==> config.mk <==
export PLATFORM = sky130hd
export DESIGN_NAME = keypad_scan_ctrl
export DESIGN_NICKNAME = d
export VERILOG_FILES = /design/src/rtl/keypad_scan_ctrl.sv
export SDC_FILE = /design/constraint.sdc
export NUM_CORES = 1
export LEC_CHECK = 0
export CAP_MARGIN = 5
export CORE_MARGIN = 2
export CORE_UTILIZATION = 51
export CTS_CLUSTER_DIAMETER = 150
export DETAILED_ROUTE_END_ITERATION = 8
export GPL_ROUTABILITY_DRIVEN = 0
export HOLD_SLACK_MARGIN = 0.1
export PLACE_DENSITY_LB_ADDON = 0.25
export SLEW_MARGIN = 40
export SYNTH_ARGS = -nofsm -noshare
export SYNTH_HDL_FRONTEND = slang
export SYNTH_SLANG_ARGS = --single-unit
==> constraint.sdc <==
create_clock -name clk -period 2.2 [get_ports clk]
set_input_delay 0.44 -clock clk [delete_from_list [all_inputs] [get_ports clk]]
set_output_delay 0.44 -clock clk [all_outputs]
set_load 0.02 [all_outputs]
==> src/rtl/keypad_scan_ctrl.sv <==
// Row-scan sequencer for a 4x4 active-low matrix keypad feeding a key debouncer.
// Define MULTI_KEY_REJECT_EN to ignore samples with more than one column low.
module keypad_scan_ctrl #(
   parameter int unsigned SETTLE_CYCLES  = 300,
   parameter int unsigned RELEASE_CYCLES = 3000,
   parameter int unsigned CNT_W          = 16
) (
   input  logic       clk,
   input  logic       rst_n,
   input  logic [3:0] col_n,
   output logic [3:0] row_n,
   output logic       key_pressed,
   output logic [3:0] row_idx,
   output logic [3:0] col_idx,
   input  logic       key_valid,
   output logic       key_event,
   output logic [3:0] key_code,
   output logic       scanning
);

   typedef enum logic [1:0] {
      SCAN_DRIVE,
      SCAN_SAMPLE,
      LOCK,
      RELEASE
   } state_t;

   localparam logic [CNT_W-1:0] SETTLE_LAST  = CNT_W'(SETTLE_CYCLES - 1);
   localparam logic [CNT_W-1:0] RELEASE_LAST = CNT_W'(RELEASE_CYCLES - 1);

   state_t           state;
   logic [3:0]       col_s1;
   logic [3:0]       col_s;
   logic [1:0]       row_ptr;
   logic [1:0]       row_nxt;
   logic [1:0]       lock_col;
   logic [1:0]       low_col;
   logic             any_low;
   logic             press_ok;
   logic             found;
   logic [CNT_W-1:0] settle_cnt;
   logic [CNT_W-1:0] release_cnt;
   logic             event_done;
`ifdef MULTI_KEY_REJECT_EN
   logic [2:0]       n_low;
`endif

   function automatic logic [3:0] key_map(input logic [1:0] r, input logic [1:0] c);
      logic [3:0] code;
      case ({r, c})
         4'h0: code = 4'h1;  4'h1: code = 4'h2;  4'h2: code = 4'h3;  4'h3: code = 4'hA;
         4'h4: code = 4'h4;  4'h5: code = 4'h5;  4'h6: code = 4'h6;  4'h7: code = 4'hB;
         4'h8: code = 4'h7;  4'h9: code = 4'h8;  4'hA: code = 4'h9;  4'hB: code = 4'hC;
         4'hC: code = 4'hE;  4'hD: code = 4'h0;  4'hE: code = 4'hF;  default: code = 4'hD;
      endcase
      return code;
   endfunction

   // Lowest-index low column wins; optionally count lows for multi-key rejection.
   always_comb begin
      low_col = '0;
      found   = 1'b0;
`ifdef MULTI_KEY_REJECT_EN
      n_low   = '0;
`endif
      for (int unsigned i = 0; i < 4; i++) begin
         if (!col_s[i] && !found) begin
            low_col = 2'(i);
            found   = 1'b1;
         end
`ifdef MULTI_KEY_REJECT_EN
         n_low = n_low + {2'b00, ~col_s[i]};
`endif
      end
      any_low = (col_s != 4'hF);
`ifdef MULTI_KEY_REJECT_EN
      press_ok = any_low && (n_low == 3'd1);
`else
      press_ok = any_low;
`endif
      row_nxt = row_ptr + 2'd1;
   end

   always_ff @(posedge clk) begin
      if (!rst_n) begin
         state       <= SCAN_DRIVE;
         col_s1      <= '1;
         col_s       <= '1;
         row_ptr     <= '0;
         row_n       <= 4'b1110;
         lock_col    <= '0;
         settle_cnt  <= '0;
         release_cnt <= '0;
         event_done  <= 1'b0;
         key_pressed <= 1'b0;
         row_idx     <= '0;
         col_idx     <= '0;
         key_event   <= 1'b0;
         key_code    <= '0;
         scanning    <= 1'b1;
      end else begin
         col_s1    <= col_n;
         col_s     <= col_s1;
         key_event <= 1'b0;
         case (state)
            SCAN_DRIVE: begin
               if (settle_cnt == SETTLE_LAST) begin
                  settle_cnt <= '0;
                  state      <= SCAN_SAMPLE;
               end else begin
                  settle_cnt <= settle_cnt + 1'b1;
               end
            end
            SCAN_SAMPLE: begin
               if (press_ok) begin
                  state       <= LOCK;
                  lock_col    <= low_col;
                  row_idx     <= 4'b0001 << row_ptr;
                  col_idx     <= 4'b0001 << low_col;
                  key_pressed <= 1'b1;
                  scanning    <= 1'b0;
                  release_cnt <= '0;
               end else begin
                  row_ptr <= row_nxt;
                  row_n   <= ~(4'b0001 << row_nxt);
                  state   <= SCAN_DRIVE;
               end
            end
            LOCK: begin
               // Bounces drop key_pressed so the debouncer restarts its qualification.
               key_pressed <= ~col_s[lock_col];
               if (col_s[lock_col]) begin
                  if (release_cnt == RELEASE_LAST) begin
                     release_cnt <= '0;
                     state       <= RELEASE;
                  end else begin
                     release_cnt <= release_cnt + 1'b1;
                  end
               end else begin
                  release_cnt <= '0;
               end
               if (key_valid && !event_done) begin
                  key_event  <= 1'b1;
                  key_code   <= key_map(row_ptr, lock_col);
                  event_done <= 1'b1;
               end
            end
            RELEASE: begin
               key_pressed <= 1'b0;
               row_idx     <= '0;
               col_idx     <= '0;
               event_done  <= 1'b0;
               row_ptr     <= row_nxt;
               row_n       <= ~(4'b0001 << row_nxt);
               scanning    <= 1'b1;
               state       <= SCAN_DRIVE;
            end
            default: state <= SCAN_DRIVE;
         endcase
      end
   end

endmodule

==> reports/qor.yml <==
run_status:
  status: "complete, no violations"
sta:
  fin_crit_sh_pct: 88.5
  worst_pin_slew_ns: 0.587
  setup-violations-final: 0
  clock_skew_ns: 0.0100
  setup_tns_ns: 0
  slew_headroom_pct: 60.6
  setup_ws_ns: 0.252
  fmax_ghz: 0.513
  maxSlewViolCount: 0
  fin_crit_ns: 1.95
  hold_viol_final: 0
  rsz0062_at_grt: "false"
grt:
  antenna_found_initial: 0
  grt_use_total_pct: 21.8
  first_global_vias: 2700
  grt_max_degree: 24
  overflow: 0
  grt_pass1_wl_um: 12800
critical_path:
  cp_data_required_time_ns: 2.49
  cp.arrival_ns: 2.24
  critPathMaxFanout: 6
  rr_worst_depth: 5
  cp-end-kind: "flop"
  critPathLaunchType: "flop"
  critPathKind: "reg2reg"
logic_synthesis:
  syn_nets: 402
  ys_seq_area_share_pct: 39.0
  yosys-top-cells-count: "66 x dfxtp_1, 38 x nand2_1, 30 x nor2_1, 21 x a21oi_1, 17 x nand3_1"
  ys_warn_count: 0
  syn_area_um2: 3390
  synth_most_common_cell: "dfxtp_1"
  synth_top_area_share_pct: 39.0
  synth_ff_type: "dfxtp_1"
  synth_edf_count: 0
  avgSynthCellArea_um2: 8.87
  netlist_instances: 382
  netlist-cell-type-count: 64
  synth_area_leader_cell: "dfxtp_1"
  synthArstFlopShare_pct: 0
  synth-seq-cells: 66
  yosys-top-cells-area: "dfxtp_1 39%, ha_1 4.8%, nand2_1 4.2%, nor2_1 3.3%, a21oi_1 3.1%"
clock_tree:
  clock_latency_ns: 0.35
  cts_tree: "yes"
  htreeDepth: 3
  cts_made_buffers: 9
  post_cts_buffers: 0
  cts_resized: 0
  clk_pin_slew_ns: 0.07
  clk_path_buf_depth: 2
  hold_buffers: 0
  clkSinkCount: 66
  root_buffer: "clkbuf_8"
place:
  dp_cells: 477
  place_hpwl_um: 5150
  pre_cts_ws_ns: 0.277
  place_area_um2: 3750
  io_buffers: 25
worst_hold_path:
  hold_depth: 1
  hp-class: "reg2reg"
die:
  die-area_um2: 7310
  ios: 26
  initial_core_util_pct: 53.1
  num_rows: 29
  core-area_um2: 6390
  die_y_um: 85.5
  die_x_um: 85.5
power:
  irDropWorstVdd_v: 0.000344
  p_leak_nw: 1.42
  power_per_cell_area_nw_per_um2: 550
  p_total_w: 0.00214
route:
  drtAntennaViolNets: 0
  routed_wl_um: 7600
  firstDrtPassIters: 4
  wl_per_cell_um: 15.5
  vias: 2958
  avgViaCountPerCell: 6.01
  post-route-drc-count: 0
  drtIter0Drc: 148
layout:
  postLayoutCellArea_um2: 3900
  insertedDiodeCount: 0
  area_growth_pct: 15.1
  layout.cells.non_filler: 492
  drive_gt1_share_pct: 11.3
  nets: 431
job:
  cap_viol_max_count: 0
==> cell families after synthesis <==
family / synth area share (%)
AO/OA/AOI/OAI: 17.2
adder cells (fa/ha/maj): 4.80
buffers and inverters: 4.28
XOR/XNOR: 2.07
flip-flops: 39.0
multiplexers: 3.99
AND/OR/NAND/NOR: 28.7
==> per-stage QoR <==
stage	hold WS, ns	utilization (%)
global route	0.428	61.1
floorplan	0.386	-
detailed placement	0.391	58.7
CTS	0.408	61.1
finish	0.410	61.1
global placement	0.389	58.7
==> flip-flops by register name (all words and copies together), names as in the netlist, named ones only <==
name	flops
release_cnt	16
settle_cnt	16
col_idx	4
col_s1	4
col_s	4
key_code	4
row_idx	4
row_n	4
lock_col	2
row_ptr	2
event_done	1
key_event	1
key_pressed	1
scanning	1
state	1
==> metal layers <==
metal / track usage [%] / share of wire [%] / vias up
li1: - / - / 1476
met5: 0 / 0 / -
met3: 4.62 / 4.0 / 11
met4: 11.5 / 1.9 / 0
met1: 30.7 / 50 / 1396
met2: 31.5 / 44 / 75
==> placed cells by master, fill, tap and decap left out, types with 3 or more instances in the layout <==
cell type	n
nand2b_1	11
inv_1	9
a32oi_1	3
clkdlybuf4s50_1	25
mux2i_1	9
clkinv_2	4
nor2_1	30
ha_1	13
a22oi_1	4
and4_1	3
and3_1	6
xnor2_1	4
xor2_1	4
o31ai_1	5
a31oi_1	9
a211oi_1	9
buf_4	16
nand3b_1	4
o22ai_1	4
dfxtp_1	66
or3b_1	3
nand2_1	38
clkbuf_8	9
and2_1	3
or4_1	5
nor3_1	4
a21oi_1	21
nor4_1	4
or3_1	3
o21ai_0	8
nand3_1	17
nor4b_1	4
nand4_1	12
nand4_2	3
o211ai_1	7
==> cell type report <==
cell class,instances,area (um2)
sequential,66,1320
inverter,10,37.5
multi-input combinational,283,1920
timing repair buffer,41,370
clock inverter,4,20.0
tap,77,96.3
clock buffer,11,131
fill,555,2490
==> critical path, stage by stage (launching register included) <==
cell and delay (ns):
dfxtp_1 0.38, ha_1 0.27, and4_1 0.31, nand3_1 0.21, or4b_1 0.57, a21oi_1 0.15
==> worst paths after layout <==
kind / endpoint / startpoint / slack [ns]
setup reg to reg: settle_cnt[12] / settle_cnt[0] / 0.25
setup / recovery: settle_cnt[12] / settle_cnt[0] / 0.25
hold reg to reg: col_s[2] / col_s1[2] / 0.41
hold / removal: col_s[2] / col_s1[2] / 0.41
==> power breakdown <==
group / internal [W] / switching (W) / leakage, nW
registers: 0.00121 / 0.0000138 / 0.534
clock network: 0.000395 / 0.000454 / 0.0827
logic: 0.0000317 / 0.0000419 / 0.800
No activity file was read; power rests on OpenSTA's default activity.
